==> src/rtl/axi_req_sched.sv <==
// axi_req_sched
//   Arbitrates the CPU instruction-fetch port and the data load/store port
//   onto a single registered command stream for the AXI bridge. It caps the
//   number of outstanding transactions per requester, keeps loads and stores
//   from overlapping in flight, and routes each returning response to its
//   requester.
// Ports
//   clk, resetn               clock, asynchronous active-low reset
//   inst_*                    fetch request in, addr_ok/data_ok/rdata out
//   data_*                    load/store request in, addr_ok/data_ok/rdata out
//   cmd_*                     registered command to the bridge (valid/ready)
//   rsp_*                     one response beat per command from the bridge
//   err_unexp                 sticky: a response arrived with nothing outstanding
module axi_req_sched #(
    parameter int ADDR_W     = 32,
    parameter int DATA_W     = 32,
    parameter int MAX_OUT    = 2,
    parameter int STARVE_LIM = 4
) (
    input  logic                clk,
    input  logic                resetn,
    input  logic                inst_req,
    input  logic [ADDR_W-1:0]   inst_addr,
    input  logic [1:0]          inst_size,
    output logic                inst_addr_ok,
    output logic                inst_data_ok,
    output logic [DATA_W-1:0]   inst_rdata,
    input  logic                data_req,
    input  logic                data_wr,
    input  logic [ADDR_W-1:0]   data_addr,
    input  logic [1:0]          data_size,
    input  logic [DATA_W/8-1:0] data_wstrb,
    input  logic [DATA_W-1:0]   data_wdata,
    output logic                data_addr_ok,
    output logic                data_data_ok,
    output logic [DATA_W-1:0]   data_rdata,
    output logic                cmd_valid,
    input  logic                cmd_ready,
    output logic                cmd_id,
    output logic                cmd_wr,
    output logic [ADDR_W-1:0]   cmd_addr,
    output logic [1:0]          cmd_size,
    output logic [DATA_W/8-1:0] cmd_wstrb,
    output logic [DATA_W-1:0]   cmd_wdata,
    input  logic                rsp_valid,
    input  logic                rsp_id,
    input  logic                rsp_wr,
    input  logic [DATA_W-1:0]   rsp_data,
    output logic                rsp_ready,
    output logic                err_unexp
);
    localparam int CW = $clog2(MAX_OUT + 1);
    localparam int SW = $clog2(STARVE_LIM + 1);
    localparam int BW = DATA_W / 8;

    typedef enum logic {EMPTY = 1'b0, FULL = 1'b1} slot_e;

    slot_e             slot_q, slot_d;
    logic              cmd_id_q, cmd_id_d;
    logic              cmd_wr_q, cmd_wr_d;
    logic [ADDR_W-1:0] cmd_addr_q, cmd_addr_d;
    logic [1:0]        cmd_size_q, cmd_size_d;
    logic [BW-1:0]     cmd_wstrb_q, cmd_wstrb_d;
    logic [DATA_W-1:0] cmd_wdata_q, cmd_wdata_d;
    logic [CW-1:0]     inst_cnt_q, inst_cnt_d;
    logic [CW-1:0]     drd_cnt_q, drd_cnt_d;
    logic [CW-1:0]     dwr_cnt_q, dwr_cnt_d;
    logic [SW-1:0]     starve_cnt_q, starve_cnt_d;
    logic              err_unexp_q, err_unexp_d;

    logic          slot_free;
    logic          inst_dec, drd_dec, dwr_dec, unexp;
    logic [CW-1:0] inst_eff, drd_eff, dwr_eff;
    logic          inst_elig, data_elig, inst_win, data_win;
    logic          grant_i, grant_d;

    // Responses are only honoured against a non-zero counter, so a stray beat
    // never underflows. Fetches are never writes, so id 0 with wr 1 is stray.
    assign inst_dec = rsp_valid & ~rsp_id & ~rsp_wr & (inst_cnt_q != '0);
    assign drd_dec  = rsp_valid &  rsp_id & ~rsp_wr & (drd_cnt_q  != '0);
    assign dwr_dec  = rsp_valid &  rsp_id &  rsp_wr & (dwr_cnt_q  != '0);
    assign unexp    = rsp_valid & ~(inst_dec | drd_dec | dwr_dec);

    // Eligibility looks at counts after this cycle's response, so a returning
    // beat frees its slot for a grant in the same cycle.
    assign inst_eff = inst_cnt_q - CW'(inst_dec);
    assign drd_eff  = drd_cnt_q  - CW'(drd_dec);
    assign dwr_eff  = dwr_cnt_q  - CW'(dwr_dec);

    assign inst_elig = inst_req & (inst_eff < CW'(MAX_OUT));
    // Loads and stores never overlap in flight, which keeps RAW/WAR order.
    assign data_elig = data_req & (data_wr ? ((dwr_eff < CW'(MAX_OUT)) & (drd_eff == '0))
                                           : ((drd_eff < CW'(MAX_OUT)) & (dwr_eff == '0)));

    assign inst_win = inst_elig & (~data_elig | (starve_cnt_q == SW'(STARVE_LIM)));
    assign data_win = data_elig & ~inst_win;

    assign slot_free = (slot_q == EMPTY) | cmd_ready;
    assign grant_i   = inst_win & slot_free & resetn;
    assign grant_d   = data_win & slot_free & resetn;

    always_comb begin
        slot_d       = slot_q;
        cmd_id_d     = cmd_id_q;
        cmd_wr_d     = cmd_wr_q;
        cmd_addr_d   = cmd_addr_q;
        cmd_size_d   = cmd_size_q;
        cmd_wstrb_d  = cmd_wstrb_q;
        cmd_wdata_d  = cmd_wdata_q;
        starve_cnt_d = starve_cnt_q;

        if (grant_i) begin
            slot_d      = FULL;
            cmd_id_d    = 1'b0;
            cmd_wr_d    = 1'b0;
            cmd_addr_d  = inst_addr;
            cmd_size_d  = inst_size;
            cmd_wstrb_d = '0;
            cmd_wdata_d = '0;
        end else if (grant_d) begin
            slot_d      = FULL;
            cmd_id_d    = 1'b1;
            cmd_wr_d    = data_wr;
            cmd_addr_d  = data_addr;
            cmd_size_d  = data_size;
            cmd_wstrb_d = data_wstrb;
            cmd_wdata_d = data_wdata;
        end else if (cmd_ready) begin
            slot_d = EMPTY;
        end

        if (grant_i) begin
            starve_cnt_d = '0;
        end else if (grant_d & inst_elig & (starve_cnt_q != SW'(STARVE_LIM))) begin
            starve_cnt_d = starve_cnt_q + 1'b1;
        end

        inst_cnt_d  = inst_cnt_q + CW'(grant_i)                - CW'(inst_dec);
        drd_cnt_d   = drd_cnt_q  + CW'(grant_d & ~data_wr)     - CW'(drd_dec);
        dwr_cnt_d   = dwr_cnt_q  + CW'(grant_d &  data_wr)     - CW'(dwr_dec);
        err_unexp_d = err_unexp_q | unexp;
    end

    always_ff @(posedge clk or negedge resetn) begin
        if (!resetn) begin
            slot_q       <= EMPTY;
            cmd_id_q     <= 1'b0;
            cmd_wr_q     <= 1'b0;
            cmd_addr_q   <= '0;
            cmd_size_q   <= '0;
            cmd_wstrb_q  <= '0;
            cmd_wdata_q  <= '0;
            inst_cnt_q   <= '0;
            drd_cnt_q    <= '0;
            dwr_cnt_q    <= '0;
            starve_cnt_q <= '0;
            err_unexp_q  <= 1'b0;
        end else begin
            slot_q       <= slot_d;
            cmd_id_q     <= cmd_id_d;
            cmd_wr_q     <= cmd_wr_d;
            cmd_addr_q   <= cmd_addr_d;
            cmd_size_q   <= cmd_size_d;
            cmd_wstrb_q  <= cmd_wstrb_d;
            cmd_wdata_q  <= cmd_wdata_d;
            inst_cnt_q   <= inst_cnt_d;
            drd_cnt_q    <= drd_cnt_d;
            dwr_cnt_q    <= dwr_cnt_d;
            starve_cnt_q <= starve_cnt_d;
            err_unexp_q  <= err_unexp_d;
        end
    end

    assign inst_addr_ok = grant_i;
    assign data_addr_ok = grant_d;
    assign inst_data_ok = inst_dec;
    assign data_data_ok = drd_dec | dwr_dec;
    assign inst_rdata   = rsp_data;
    assign data_rdata   = rsp_data;
    assign rsp_ready    = 1'b1;
    assign err_unexp    = err_unexp_q;

    assign cmd_valid = (slot_q == FULL);
    assign cmd_id    = cmd_id_q;
    assign cmd_wr    = cmd_wr_q;
    assign cmd_addr  = cmd_addr_q;
    assign cmd_size  = cmd_size_q;
    assign cmd_wstrb = cmd_wstrb_q;
    assign cmd_wdata = cmd_wdata_q;
endmodule

==> config.mk <==
export PLATFORM = sky130hd
export DESIGN_NAME = axi_req_sched
export DESIGN_NICKNAME = d
export VERILOG_FILES = /design/src/rtl/axi_req_sched.sv
export SDC_FILE = /design/constraint.sdc
export NUM_CORES = 1
export LEC_CHECK = 0
export BUFFER_PORTS_ARGS = -buffer_cell sky130_fd_sc_hd__buf_2
export CAP_MARGIN = 20
export CORE_MARGIN = 8
export CORE_UTILIZATION = 38
export DETAILED_ROUTE_END_ITERATION = 16
export PLACE_DENSITY = 0.75
export SETUP_SLACK_MARGIN = 0.1
export SYNTH_ARGS = -nofsm -noshare
export SYNTH_HDL_FRONTEND = slang
export SYNTH_SLANG_ARGS = --single-unit
==> constraint.sdc <==
create_clock -name clk -period 2.94 [get_ports clk]
set_input_delay 0.294 -clock clk [delete_from_list [all_inputs] [get_ports clk]]
set_output_delay 0.294 -clock clk [all_outputs]
set_load 0.1 [all_outputs]
## After elaboration in Yosys (flattened, before gate mapping)

Cells that the tools add are included.

| cells by class | value |
|---|---|
| reduce and logical (&&, ||, !) cells | 8 |
| $lt $le $gt $ge | 3 |
| bitwise operators | 36 |
| eq/ne operators | 2 |
| mux-type cells | 18 |
| $add $sub $neg | 10 |

Operators by type and width:

| cell | number |
|---|---|
| 2-to-1 mux 32 bit | 4 |
| bitwise AND 1 bit | 22 |
| subtractor 2 x 1 -> 2 bit | 6 |
| nonzero test 2 bit | 5 |
| 2-to-1 mux 1 bit | 8 |
| 2-to-1 mux 4 bit | 2 |
| < comparator 2 bit (second input constant) | 3 |
| 2-to-1 mux 3 bit | 2 |
| NOT 1 bit | 6 |
| OR 1 bit | 6 |
| adder 2 x 1 -> 2 bit | 2 |
| zero test 2 bit | 2 |
| 2-to-1 mux 2 bit | 2 |
| adder 3 x 1 -> 3 bit (second input constant) | 1 |
| == test 3 bit (second input constant) | 1 |
| inequality test 3 bit (second input constant) | 1 |
| nonzero test 3 bit | 1 |
| adder 2 bit | 1 |
| bitwise AND 1 x 2 -> 2 bit | 1 |
| NOT 1 -> 2 bit | 1 |

| storage, ports and cells | value |
|---|---|
| input bits | 145 |
| register bits | 83 |
| logic and storage cells | 89 |
| output and inout port bits | 143 |

## Depth between registers and ports, before layout

| depth | value |
|---|---|
| depth in word-level cells | 19 |
| mapped depth | 14 |
| mapped depth without buffers | 12 |

## Worst setup path after synthesis

OpenSTA, ideal clock, no wires.

| timing path | value |
|---|---|
| path kind | input to register |
| start | input port rsp_id |
| end | register dwr_cnt_q[1] |
| buffers on the path | 1 |
| setup time | 0.123 ns |
| required time | 2.817 ns |
| slack | -2.867 ns |
| data arrival time | 5.684 ns |
| stages | 12 |
| path through | nor4_1 ha_1 xnor2_1 and2_1 a211oi_4 buf_6 nand2_1 ha_1 inv_1 ha_1 xnor2_1 xnor2_1 |

| on the way | value |
|---|---|
| word-level cells in the longest chain between the ends | 18 |
| elaborated cells on any way between the ends | 32 |
| classes of those cells | add/sub: 5; order compare: 3; mux: 1; bitwise: 21; reduce/logical: 2 |

RTL lines:

| what | line | source |
|---|---|---|
| from (decl) | 46 | `input logic rsp_id,` |
| bitwise AND 1 bit | 80, 81 |  |
| bitwise AND 1 bit, on equally long branches (2 in a row) | 80, 81 |  |
| subtractor 2 x 1 -> 2 bit, on equally long branches | 87, 88 |  |
| < comparator 2 bit, or another cell as far along | 93 | `: ((drd_eff < CW'(MAX_OUT)) & (dwr_eff == '0)));` |
| bitwise AND 1 bit, on equally long branches | 93, 92 |  |
| 2-to-1 mux 1 bit | 92 | `assign data_elig = data_req & (data_wr ? ((dwr_eff < CW'(MAX_OUT)) & (drd_eff == '0))` |
| bitwise AND 1 bit | 92 |  |
| NOT 1 bit | 95 | `assign inst_win = inst_elig & (~data_elig \| (starve_cnt_q == SW'(STARVE_LIM)));` |
| (+2 left out) | -- |  |
| NOT 1 bit | 96 | `assign data_win = data_elig & ~inst_win;` |
| bitwise AND 1 bit (*) | 96 |  |
| bitwise AND 1 bit (*) (2 in a row) | 100 | `assign grant_d = data_win & slot_free & resetn;` |
| via data_addr_ok | 34 | `output logic data_addr_ok,` |
| bitwise AND 1 bit (*) | 140 | `dwr_cnt_d = dwr_cnt_q + CW'(grant_d & data_wr) - CW'(dwr_dec);` |
| adder 2 x 1 -> 2 bit (*) | 140 |  |
| subtractor 2 x 1 -> 2 bit (*) | 140 |  |
| via dwr_cnt_d[1] | 67 | `logic [CW-1:0] dwr_cnt_q, dwr_cnt_d;` |
| to (signal assigned) | 168 | `dwr_cnt_q <= dwr_cnt_d;` |
| to (decl) | 67 |  |

Mark *: on every way through the listed nets, which the timed path passes. The rest lies on a longest branch.
A chain may end at the register's enable or synchronous reset.

## Final worst setup path

| timing path | value |
|---|---|
| start | register drd_cnt_q[0] |
| end | register drd_cnt_q[1] |

| on the way | value |
|---|---|
| word-level cells in the longest chain between the ends | 17 |
| elaborated cells on any way between the ends | 19 |
| classes of those cells | add/sub: 3; order compare: 1; mux: 1; bitwise: 12; reduce/logical: 2 |

RTL lines:

| what | line | source |
|---|---|---|
| from (decl) | 66 | `logic [CW-1:0] drd_cnt_q, drd_cnt_d;` |
| from (signal assigned) | 167 | `drd_cnt_q <= drd_cnt_d;` |
| nonzero test 2 bit | 80 | `assign drd_dec = rsp_valid & rsp_id & ~rsp_wr & (drd_cnt_q != '0);` |
| bitwise AND 1 bit | 80 |  |
| subtractor 2 x 1 -> 2 bit | 87 | `assign drd_eff = drd_cnt_q - CW'(drd_dec);` |
| < comparator 2 bit / zero test 2 bit (equally long branches) | 93, 92 |  |
| bitwise AND 1 bit, on equally long branches | 93, 92 |  |
| 2-to-1 mux 1 bit | 92 |  |
| bitwise AND 1 bit | 92 |  |
| NOT 1 bit | 95 |  |
| OR 1 bit | 95 |  |
| bitwise AND 1 bit | 95 |  |
| NOT 1 bit | 96 |  |
| bitwise AND 1 bit | 96 |  |
| bitwise AND 1 bit (2 in a row) | 100 |  |
| bitwise AND 1 x 2 -> 2 bit | 139 | `drd_cnt_d = drd_cnt_q + CW'(grant_d & ~data_wr) - CW'(drd_dec);` |
| adder 2 bit | 139 |  |
| subtractor 2 x 1 -> 2 bit (*) | 139 |  |
| via drd_cnt_d[1] | 66 |  |

Marked as above.

==> results.ini <==
[critical_path]
required_ps = 3160
critPathMaxFanout = 3
path_delay_family = simple AND/OR/NAND/NOR gates
cp_cell_sequence = o21bai_2 > nor2_2 > ha_4 > nor2b_4 > or4_4 > a211oi_4 > buf_6 > nand2b_1 > ha_1 > inv_2 > ha_4 > xnor2_2 > xnor2_1
crit_top_cell = ha_4
critical_path_class = register to register
cp-start-kind = register
cp.buffers_inverters = 2
end_kind = register
slowest_delay_ps = 560
cp.arrival_ps = 3100
cp_slowest_cell = or4_4

[synthesis]
avgSynthCellArea_um2 = 10.3
synth.area.top_cells = dfrtp_1 (48%), buf_4 (11%), a22o_1 (7.7%), a211oi_1 (5.9%), a31oi_1 (4.9%)
ys_seq_area_share_pct = 47.8
synthTopCellsByCount = dfrtp_1 (83), buf_4 (65), a22o_1 (38)
synth-edff-count = 0
synth_cell_types = 34
synth.most_common_cell = dfrtp_1
ys_ff_latch = 83
mappedNetlistArea_um2 = 4340
yosys.area.top_type = dfrtp_1
async_flop_share_pct = 100
netlist.area_leader.share_pct = 47.8
synthesis.instances = 423
ys_warn_count = 0
synth_top_flop_cell = dfrtp_1
syn-num-nets = 578

[cts]
clock-sinks = 83
clock_latency_ps = 330
cts-hold-fix-buffers = 0
cts_tree = done
htreeDepth = 3
cts_made_buffers = 9
cts.clk_slew.worst_paths_ps = 70
cts_root_buffer = clkbuf_16
clock_path_buffers = 2

[grt]
antenna_found_initial = 0
grt_pass1_vias = 4029
grt_pass1_wl_um = 21000
grt_max_degree = 52
grt.total_usage_pct = 17.6
grt.overflow.total = 0

[place]
portBuffers = 190
hpwl_um = 9590
pre_cts_slack_ps = -13.1
routabilityCongestion = 0.770

[detailed_routing]
vias = 3837
wirelength_um = 13800
wire_per_inst_um = 19.6
via_per_inst = 5.43
ant_nets = 0
drc = 0
firstDrtPassIters = 5
drt-initial-drc-count = 232

[run]
maxCapViolCount = 0

[floorplanning]
fp-row-count = 39
fp.coreArea_um2 = 11300
fp.dieH_um = 123
ios = 288
start_util_pct = 38.5
dieArea_um2 = 15100
dieWidth_um = 123

[finish]
area_delta_synth_final_pct = 31.2
diodes = 0
final_nets = 713
layout-drive-gt1-share_pct = 49.6
final_util_pct = 50.5

[outcome]
status = finished clean

[sta]
fmax_mhz = 347
clock_skew_ps = 9.45
finalHoldViolations = 0
tns_ps = 0
setup_violations = 0
timing.final.crit_share_pct = 97.9
drv_slew = 0
final.setup.worst_slack_ps = 60.5
timing.hold.ws_ps = 10.6
rsz0062_at_grt = true
min_period_ps = 2880
relSlewSlack_pct = 57.8
tightestPinTransition_ps = 633

[worst_hold_path]
hp-class = input pin to async pin

==> timing repair <==
| action | CTS | global route |
|---|---|---|
| resized for setup | 11 | 9 |
| endpoints found under the setup margin | 4 | 4 |
| setup buffers | 6 | 13 |
| pin swaps | 8 | 10 |
| hold endpoints to repair | 0 | 0 |
| gates cloned | 1 | 0 |
==> per-stage QoR <==
stage | area (um^2) | std cells
2_1_floorplan | 4590 | 423
3_3_place_gp | 5090 | 670
3_5_place_dp | 5090 | 670
4_1_cts | 5550 | 693
5_1_grt | 5700 | 706
6_report | 5700 | 706
==> per-layer routing <==
metal  share of wire (%)  GRT usage, %  up-vias
met3                 6.2          3.70       25
met2                  53          30.6      144
met4                 2.3          7.62        0
li1                    -             -     1755
met1                  38          20.5     1913
met5                   0             0        -
==> flip-flops by register name, summed over array words and instances, names as in the netlist, 2 cells and up <==
| register | flops |
|---|---|
| cmd_wstrb | 4 |
| cmd_size | 2 |
| cmd_addr | 32 |
| cmd_wdata | 32 |
| inst_cnt_q | 2 |
| starve_cnt_q | 3 |
| dwr_cnt_q | 2 |
| drd_cnt_q | 2 |
==> cells in the final DEF, fill, tap and decap left out, drive strengths merged, types with 3 or more instances in the layout <==
cell / count
a31oi: 34
clkbuf: 10
nand2: 5
nand3: 34
dfrtp: 83
a211oi: 35
a22o: 38
o21ai: 38
buf: 225
a21oi: 3
nor2: 4
xnor2: 6
ha: 10
inv: 16
==> final cells by class <==
cell class              instances  area, um^2
inverters                      13        61.3
clock buffers                  10         239
clock inverters                 6        93.8
well taps                     143         179
flip-flops and latches         83        2080
multi-input cells             225        1770
fillers                      1024        5580
repair buffers                226        1280
==> cell families after synthesis <==
group / share of synthesized area (%)
other cells: 0.0863
flops: 47.8
mux: 0.259
simple gates: 6.68
fa+ha+maj: 2.88
xor+xnor: 1.61
compound gates: 24.1
buf+inv: 16.5
==> path summary, 6_finish.rpt <==
path | end | depth (start not counted) | start | slack, ps
worst max register to register | drd_cnt_q[1]$_DFF_PN0_ | 13 | drd_cnt_q[0]$_DFF_PN0_ | 60
worst max-delay path | drd_cnt_q[1]$_DFF_PN0_ | 13 | drd_cnt_q[0]$_DFF_PN0_ | 60
max in group asynchronous | cmd_addr[14]$_DFFE_PN0P_ | 2 | resetn | 2410
worst min register to register | err_unexp$_DFF_PN0_ | 2 | err_unexp$_DFF_PN0_ | 470
worst min-delay path | drd_cnt_q[1]$_DFF_PN0_ | 2 | resetn | 10
min in group clk | cmd_wdata[28]$_DFFE_PN0P_ | 2 | data_wdata[28] | 180
Power is left out: the tool's default activity adds up to more than one toggle a clock period on the data nets, which glitch-free logic cannot reach.
